==> config.mk <==
export PLATFORM = sky130hd
export DESIGN_NAME = sqw_gen
export DESIGN_NICKNAME = d
export VERILOG_FILES = /design/src/rtl/rtc_pkg.sv /design/src/rtl/sqw_phase_cnt.sv /design/src/rtl/sqw_gen.sv
export SDC_FILE = /design/constraint.sdc
export NUM_CORES = 1
export LEC_CHECK = 0
export ABC_CLOCK_PERIOD_IN_PS = 4100
export BUFFER_PORTS_ARGS = -buffer_cell sky130_fd_sc_hd__buf_2
export CORE_MARGIN = 5
export CORE_UTILIZATION = 40
export CTS_BUF_LIST = sky130_fd_sc_hd__clkbuf_16
export DETAILED_ROUTE_END_ITERATION = 10
export GPL_ROUTABILITY_DRIVEN = 0
export SLEW_MARGIN = 20
export SYNTH_ARGS = -nofsm -noshare
export SYNTH_HDL_FRONTEND = slang
export SYNTH_SLANG_ARGS = --single-unit
==> constraint.sdc <==
create_clock -name clk -period 4.1 [get_ports clk]
set_clock_uncertainty 0.05 [all_clocks]
set_input_delay 0.82 -clock clk [delete_from_list [all_inputs] [get_ports clk]]
set_output_delay 0.82 -clock clk [all_outputs]
set_load 0.005 [all_outputs]
==> src/rtl/rtc_pkg.sv <==
// Shared definitions for the RTC tick path: square-wave generator FSM
// encoding and the default half-period derived from the clock frequency.
package rtc_pkg;

  typedef enum logic [1:0] {
    S_IDLE = 2'd0,
    S_HIGH = 2'd1,
    S_LOW  = 2'd2
  } sqw_state_e;

  // Half-period that yields a 1 Hz square wave from a base_freq clock.
  function automatic int unsigned default_half(input int unsigned base_freq);
    return base_freq / 2;
  endfunction

endpackage

==> src/rtl/sqw_phase_cnt.sv <==
// Loadable down-counter timing one phase of the square wave.
// Load has priority over decrement; the count holds at zero.
module sqw_phase_cnt #(
  parameter int DIV_W = 24
) (
  input  logic             clk,
  input  logic             rst,
  input  logic             load,
  input  logic [DIV_W-1:0] load_val,
  input  logic             dec,
  output logic [DIV_W-1:0] cnt,
  output logic             zero
);

  logic [DIV_W-1:0] cnt_q;
  logic [DIV_W-1:0] cnt_d;

  // Next count: reload at phase boundaries, otherwise step toward zero.
  always_comb begin
    cnt_d = cnt_q;
    if (load) begin
      cnt_d = load_val;
    end else if (dec && (cnt_q != '0)) begin
      cnt_d = cnt_q - DIV_W'(1);
    end
  end

  // Count register.
  always_ff @(posedge clk or posedge rst) begin
    if (rst) begin
      cnt_q <= '0;
    end else begin
      cnt_q <= cnt_d;
    end
  end

  assign cnt  = cnt_q;
  assign zero = (cnt_q == '0);

endmodule

==> src/rtl/sqw_gen.sv <==
// Programmable 50%-duty square-wave generator with rising-edge strobe.
// A shadow half-period is sampled only when a new period starts, so
// software updates never distort a period already in progress.
module sqw_gen
  import rtc_pkg::*;
#(
  parameter int unsigned BASE_FREQ = 10_000_000,
  parameter int          DIV_W     = 24
) (
  input  logic             clk,
  input  logic             rst,
  input  logic             en,
  input  logic             load,
  input  logic [DIV_W-1:0] half_period,
  output logic             sqw,
  output logic             rise,
  output logic             active,
  output logic             cfg_err
);

  localparam logic [DIV_W-1:0] DEF_HALF = DIV_W'(default_half(BASE_FREQ));

  sqw_state_e       state_q, state_d;
  logic             sqw_q, sqw_d;
  logic             rise_q, rise_d;
  logic             cfg_err_q, cfg_err_d;
  logic [DIV_W-1:0] shadow_q, shadow_d;
  logic [DIV_W-1:0] cur_half_q, cur_half_d;

  logic             cnt_ld;
  logic [DIV_W-1:0] cnt_ld_val;
  logic             cnt_dec;
  logic             cnt_zero;
  logic [DIV_W-1:0] cnt_val;
  logic             do_start;

  sqw_phase_cnt #(.DIV_W(DIV_W)) u_cnt (
    .clk      (clk),
    .rst      (rst),
    .load     (cnt_ld),
    .load_val (cnt_ld_val),
    .dec      (cnt_dec),
    .cnt      (cnt_val),
    .zero     (cnt_zero)
  );

  // Next-state, shadow and counter control; a start (from IDLE or at the
  // end of LOW) always latches the shadow value held before this edge.
  always_comb begin
    state_d    = state_q;
    sqw_d      = sqw_q;
    rise_d     = 1'b0;
    cfg_err_d  = cfg_err_q;
    shadow_d   = shadow_q;
    cur_half_d = cur_half_q;
    cnt_ld     = 1'b0;
    cnt_ld_val = '0;
    cnt_dec    = 1'b0;
    do_start   = 1'b0;

    if (load) begin
      shadow_d = half_period;
      if (half_period != '0) cfg_err_d = 1'b0;
    end

    case (state_q)
      S_IDLE: begin
        if (en) begin
          if (shadow_q != '0) do_start  = 1'b1;
          else                cfg_err_d = 1'b1;
        end
      end
      S_HIGH: begin
        if (cnt_zero) begin
          state_d    = S_LOW;
          sqw_d      = 1'b0;
          cnt_ld     = 1'b1;
          cnt_ld_val = cur_half_q - DIV_W'(1);
        end else begin
          cnt_dec = 1'b1;
        end
      end
      S_LOW: begin
        if (!cnt_zero) begin
          cnt_dec = 1'b1;
        end else if (en && (shadow_q != '0)) begin
          do_start = 1'b1;
        end else begin
          state_d = S_IDLE;
          sqw_d   = 1'b0;
          if (en) cfg_err_d = 1'b1;
        end
      end
      default: begin
        state_d = S_IDLE;
        sqw_d   = 1'b0;
      end
    endcase

    if (do_start) begin
      state_d    = S_HIGH;
      sqw_d      = 1'b1;
      rise_d     = 1'b1;
      cur_half_d = shadow_q;
      cnt_ld     = 1'b1;
      cnt_ld_val = shadow_q - DIV_W'(1);
    end
  end

  // Control and configuration registers.
  always_ff @(posedge clk or posedge rst) begin
    if (rst) begin
      state_q    <= S_IDLE;
      sqw_q      <= 1'b0;
      rise_q     <= 1'b0;
      cfg_err_q  <= 1'b0;
      shadow_q   <= DEF_HALF;
      cur_half_q <= DEF_HALF;
    end else begin
      state_q    <= state_d;
      sqw_q      <= sqw_d;
      rise_q     <= rise_d;
      cfg_err_q  <= cfg_err_d;
      shadow_q   <= shadow_d;
      cur_half_q <= cur_half_d;
    end
  end

  assign sqw     = sqw_q;
  assign rise    = rise_q;
  assign active  = (state_q != S_IDLE);
  assign cfg_err = cfg_err_q;

endmodule

Word-level counts from Yosys, hierarchy flattened. Index checks and enable logic that the tools add are counted.

Register bits after elaboration: 77. Input port bits: 28. Output and inout bits: 4. Word-level logic and storage cells: 61.

Add/sub/neg operators: 3. Equality and inequality tests: 6. Multiplexer cells: 34. Reductions and logical operators: 11.

Operators by type and width (number): 24-bit 2-to-1 mux (5); 24-bit nonzero test (3); 24-bit by 1-bit subtractor with 24-bit output (second input constant) (3); 24-bit zero test (1); 1-bit 2-to-1 mux (21); 3-bit inequality test (second input constant) (3); 2-bit 2-to-1 mux (4); 2-bit case mux with 3 select lines (1); 1-bit case mux with 2 select lines (2); 4-bit AND reduction (1); 2-bit nonzero test (2); 1-bit case mux with 3 select lines (1); 2-bit by 1-bit == test with 1-bit output (second input constant) (1); 2-bit == test (second input constant) (1); 1-bit logical AND (2); 2-bit zero test (1); 2-bit inequality test (second input constant) (1); 2-bit OR reduction (1).

Logic depth before layout (Yosys ltp).
Depth in word-level cells: 7. Gate-level depth with buffers: 12. Mapped depth without buffers: 10.

Hierarchy. A second synthesis with hierarchy kept.

Cells, all modules: 490. Area, all modules: 4814.6 um^2.

Modules (own cells, without submodules): sqw_gen (instances 1, cells an instance 332, area an instance 3329.4 um^2); sqw_phase_cnt (instances 1, cells an instance 158, area an instance 1485.2 um^2).

Worst setup path after synthesis. No wires, ideal clock.

Path kind: reg-to-reg. Start: register shadow_q[2]. End: register u_cnt.cnt_q[21], in the netlist u_cnt.cnt[21]. Data arrival time: 2505 ps. Required time: 3985 ps. Path slack: 1480 ps. Stages on the path, launching flop included: 11. Path buffers: 3. Period minus slack after synthesis: 2620 ps. Cell sequence: dfrtp_1 buf_6 or4_1 buf_2 or4_4 buf_6 or3_1 a211oi_2 a31oi_1 o21ai_1 o21a_1.

Word-level cells in the longest chain between the ends: 7.

Ends and longest elaborated chain: start, declared (RTL line sqw_gen.sv:27) `logic [DIV_W-1:0] shadow_q, shadow_d;`; start signal, assigned (RTL line sqw_gen.sv:124) `shadow_q <= shadow_d;`; parallel branches: the longest is 7 deep, another holds 24-bit by 1-bit subtractor with 24-bit output; end signal, assigned (RTL line sqw_phase_cnt.sv:33) `cnt_q <= cnt_d;`; end, declared (RTL line sqw_phase_cnt.sv:15) `logic [DIV_W-1:0] cnt_q;`.

Several ways; the timed one is not identified. A chain may end at the register's enable or synchronous reset.

Worst setup path after layout.
Start: register shadow_q[4]. End: register u_cnt.cnt_q[13], in the netlist u_cnt.cnt[13].

The elaborated chain is that of the path after synthesis.

==> insert_results.sql <==
INSERT INTO impl_metrics (metric_group, metric, value, unit) VALUES
('yosys', 'ys_types', '59', ''),
('finish', 'syn_to_final_growth', '11.48', '%'),
('cts', 'tritoncts_clock_tree', 'yes', ''),
('critical_path', 'crit_path_end_kind', 'flop', ''),
('cts', 'root_buffer', 'sky130_fd_sc_hd__clkbuf_16', ''),
('routing', 'wirelength', '12710', 'um'),
('power_and_ir_drop', 'total_leakage_power', '2.229', 'nW'),
('floorplan', 'floorplan.initialDensity', '0.4055', ''),
('power_and_ir_drop', 'p_switching', '1.563', 'mW'),
('yosys', 'gate_count_of_the_mapped_netlist', '564', ''),
('critical_path', 'path_buf_inv', '0', ''),
('yosys', 'postSynth.topFlopCell', 'sky130_fd_sc_hd__dfrtp_1', ''),
('finish', 'insertedDiodeCount', '0', ''),
('timing', 'fmax', '273.9', 'MHz'),
('finish', 'seqCellArea', '1922', 'um^2'),
('finish', 'drive_above_1_share', '0.1915', ''),
('power_and_ir_drop', 'powerDensity', '683.5', 'nW/um^2'),
('placed_design', 'place_hpwl', '9461', 'um'),
('timing', 'timing.final.max_slew_violations', '0', ''),
('global_route', 'grtUsageTotal', '0.1844', ''),
('yosys', 'ys.warnings.count', '0', ''),
('routing', 'avgRoutedWirePerCell', '17.25', 'um'),
('timing', 'report.final.hold_viol_count', '0', ''),
('global_route', 'global_route_wire_length_before_repair', '21310', 'um'),
('finish', 'total_area_of_multi_input_combinational_cells', '2730', 'um^2'),
('yosys', 'synthArstFlopShare', '1.000', ''),
('critical_path', 'crit_fanout', '18', ''),
('worst_hold_path', 'worst_hold_startpoint', 'cur_half_q[11]$_DFFE_PP1P_', ''),
('finish', 'n_fill_cell', '1190', ''),
('critical_path', 'critical_path.reg2reg.startpoint', 'shadow_q[4]$_DFFE_PP0P_', ''),
('critical_path', 'worst_path_largest_cell_delay', '0.72', 'ns'),
('cts', 'cts_hold_buf', '0', ''),
('floorplan', 'fp.coreArea', '11960', 'um^2'),
('power_and_ir_drop', 'internal-power', '2.133', 'mW'),
('floorplan', 'num_io_pins', '32', ''),
('critical_path', 'critPathTopFamily', 'compound AO/OA/AOI/OAI gates', ''),
('power_and_ir_drop', 'power.ir.vdd_worst', '0.2449', 'mV'),
('critical_path', 'worst-endpoint-arrival', '3.83', 'ns'),
('critical_path', 'critical_path_required', '4.28', 'ns'),
('yosys', 'synth_edf_count', '0', ''),
('routing', 'post-route-drc-count', '0', ''),
('timing', 'finalSetupTns', '0', 'ns'),
('critical_path', 'path_common_cell', 'sky130_fd_sc_hd__nand2_1', ''),
('critical_path', 'crit_start', 'shadow_q[4]$_DFFE_PP0P_', ''),
('routing', 'first_iter_violations', '242', ''),
('floorplan', 'die_area', '14430', 'um^2'),
('placed_design', 'placement.io_buffers', '31', ''),
('global_route', 'pin_count_of_the_biggest_net_entering_global_routing', '40', ''),
('routing', 'vias_per_cell', '5.745', ''),
('yosys', 'post_synth.cell_area_avg', '8.601', 'um^2'),
('cts', 'cts_setup_buffers', '0', ''),
('cts', 'numClockSinks', '76', ''),
('timing', 'final.min_clock_period', '3.650', 'ns'),
('routing', 'via_count', '4234', ''),
('power_and_ir_drop', 'swShare', '0.4229', ''),
('cts', 'numCtsBuffers', '9', ''),
('finish', 'final_cell_mix', 'sky130_fd_sc_hd__nand2_1 (98), sky130_fd_sc_hd__dfrtp_1 (60), sky130_fd_sc_hd__nor2_1 (48), sky130_fd_sc_hd__nor4_1 (33)', ''),
('finish', 'final_net_count', '621', ''),
('routing', 'firstDrtPassIters', '4', ''),
('critical_path', 'timing.critical_path.cells', 'nor4_1 > nand2_1 > o31a_1 > a21oi_1 > nand2_1 > a32o_1', ''),
('outcome', 'outcome', 'completed', ''),
('timing', 'final.period_utilization', '0.8903', ''),
('yosys', 'syn-cell-area', '4851', 'um^2'),
('job', 'max_cap_violations', '0', ''),
('critical_path', 'crit_path_start_kind', 'flop', ''),
('timing', 'grt_setup_unrepaired', 'false', ''),
('cts', 'cts_resized', '0', ''),
('critical_path', 'ff2ff_setup_slack', '0.45', 'ns'),
('cts', 'later_pin_clock_latency_in_the_skew_report', '0.34', 'ns'),
('cts', 'cts_htree_levels', '3', ''),
('critical_path', 'worst_setup_path_category', 'flop to flop', '');
==> registers in the layout, summed over array words and instances, names as in the netlist <==
register / cells
rise: 1
shadow_q: 24
state_q: 2
u_cnt.cnt: 24
cfg_err: 1
cur_half_q: 24
==> power by group through the flow <==
| stage | clock [mW] | sequential, mW | combinational, mW |
|---|---|---|---|
| 3_3_place_gp | 0 | 1.35 | 1.51 |
| 3_5_place_dp | 0 | 1.36 | 1.54 |
| 5_1_grt | 0.835 | 1.40 | 1.75 |
| 2_1_floorplan | 0 | 1.27 | 1.21 |
| 4_1_cts | 0.808 | 1.35 | 1.55 |
| 6_report | 0.784 | 1.36 | 1.55 |
==> cells by family (layout without fill, tap and decap cells) <==
family	after synthesis	after routing	synth area share
and+or+nand+nor	268	268	0.2724
AOI/OAI and AO/OA	101	101	0.1364
DFF	76	76	0.3962
buffers and inverters	45	71	0.04282
xor gates and xnor gates	41	41	0.07403
muxes	25	25	0.05752
adders and majority gates	8	8	0.02064
==> worst register-to-register path: stages (launching register included) <==
cell	delay [ns]
sky130_fd_sc_hd__dfrtp_1	0.48
sky130_fd_sc_hd__nor4_1	0.58
sky130_fd_sc_hd__nand2_1	0.20
sky130_fd_sc_hd__o31a_1	0.40
sky130_fd_sc_hd__a21oi_1	0.72
sky130_fd_sc_hd__nand2_1	0.69
sky130_fd_sc_hd__a32o_1	0.43
==> worst paths after layout <==
| path | to | depth (start not counted) |
|---|---|---|
| setup / recovery | u_cnt.cnt[13]$_DFFE_PP0P_ | 6 |
| hold / removal | cur_half_q[11]$_DFFE_PP1P_ | 2 |
| setup reg to reg | u_cnt.cnt[13]$_DFFE_PP0P_ | 6 |
| hold reg to reg | cur_half_q[11]$_DFFE_PP1P_ | 2 |
| max in group asynchronous | shadow_q[11]$_DFFE_PP1P_ | 3 |
| min in group asynchronous | shadow_q[7]$_DFFE_PP0P_ | 2 |
==> per-layer routing <==
layer	up-vias	global-route usage	wire, um
met5	-	0	0
met4	0	0.07158	240
met3	21	0.02780	442
met2	101	0.2891	5817
met1	2040	0.2561	6212
li1	2072	-	-
==> stage by stage <==
stage	area [um^2]	hold WS, ns	total power [mW]	cells	setup WS (ns)
3_3_place_gp	5111	0.4051	2.867	721	0.5523
6_report	5408	0.4269	3.696	737	0.4496
2_1_floorplan	4851	0.4002	2.477	564	1.318
4_1_cts	5404	0.4263	3.714	737	0.4990
3_5_place_dp	5111	0.4101	2.907	721	0.5272
5_1_grt	5408	0.4436	3.989	737	0.1499
==> cell usage after synthesis, types with 3 or more instances <==
master,count,share of area
sky130_fd_sc_hd__clkbuf_1,14,0.011
sky130_fd_sc_hd__a21oi_1,21,0.022
sky130_fd_sc_hd__a31o_2,5,0.0090
sky130_fd_sc_hd__o31ai_1,5,0.0077
sky130_fd_sc_hd__o31a_1,3,0.0054
sky130_fd_sc_hd__or4_1,12,0.019
sky130_fd_sc_hd__a31oi_1,9,0.012
sky130_fd_sc_hd__nor4_1,33,0.043
sky130_fd_sc_hd__dfstp_2,16,0.087
sky130_fd_sc_hd__o211ai_1,3,0.0046
sky130_fd_sc_hd__nand3_1,14,0.014
sky130_fd_sc_hd__nand4_1,4,0.0052
sky130_fd_sc_hd__nor3_1,31,0.032
sky130_fd_sc_hd__buf_2,10,0.010
sky130_fd_sc_hd__o21ai_1,19,0.020
sky130_fd_sc_hd__o21ai_0,11,0.011
sky130_fd_sc_hd__inv_1,14,0.011
sky130_fd_sc_hd__buf_6,3,0.0070
sky130_fd_sc_hd__a211oi_1,4,0.0062
sky130_fd_sc_hd__dfrtp_1,60,0.31
sky130_fd_sc_hd__xnor2_1,25,0.045
sky130_fd_sc_hd__or3_1,3,0.0039
sky130_fd_sc_hd__nor2_1,48,0.037
sky130_fd_sc_hd__xor2_1,16,0.029
sky130_fd_sc_hd__nor3b_1,4,0.0062
sky130_fd_sc_hd__mux2_2,23,0.053
sky130_fd_sc_hd__o21a_1,7,0.011
sky130_fd_sc_hd__ha_1,8,0.021
sky130_fd_sc_hd__or2_2,3,0.0039
sky130_fd_sc_hd__nand2_1,98,0.076
==> final cells by class <==
class,count,share of cell area
Clock buffer,9,0.04165
Clock inverter,7,0.01249
Inverter,15,0.01041
Multi-Input combinational cell,443,0.5049
Sequential cell,76,0.3554
Tap cell,147,0.03401
Timing Repair Buffer,40,0.04118
Note: power is estimated with default switching activity, not from simulation.
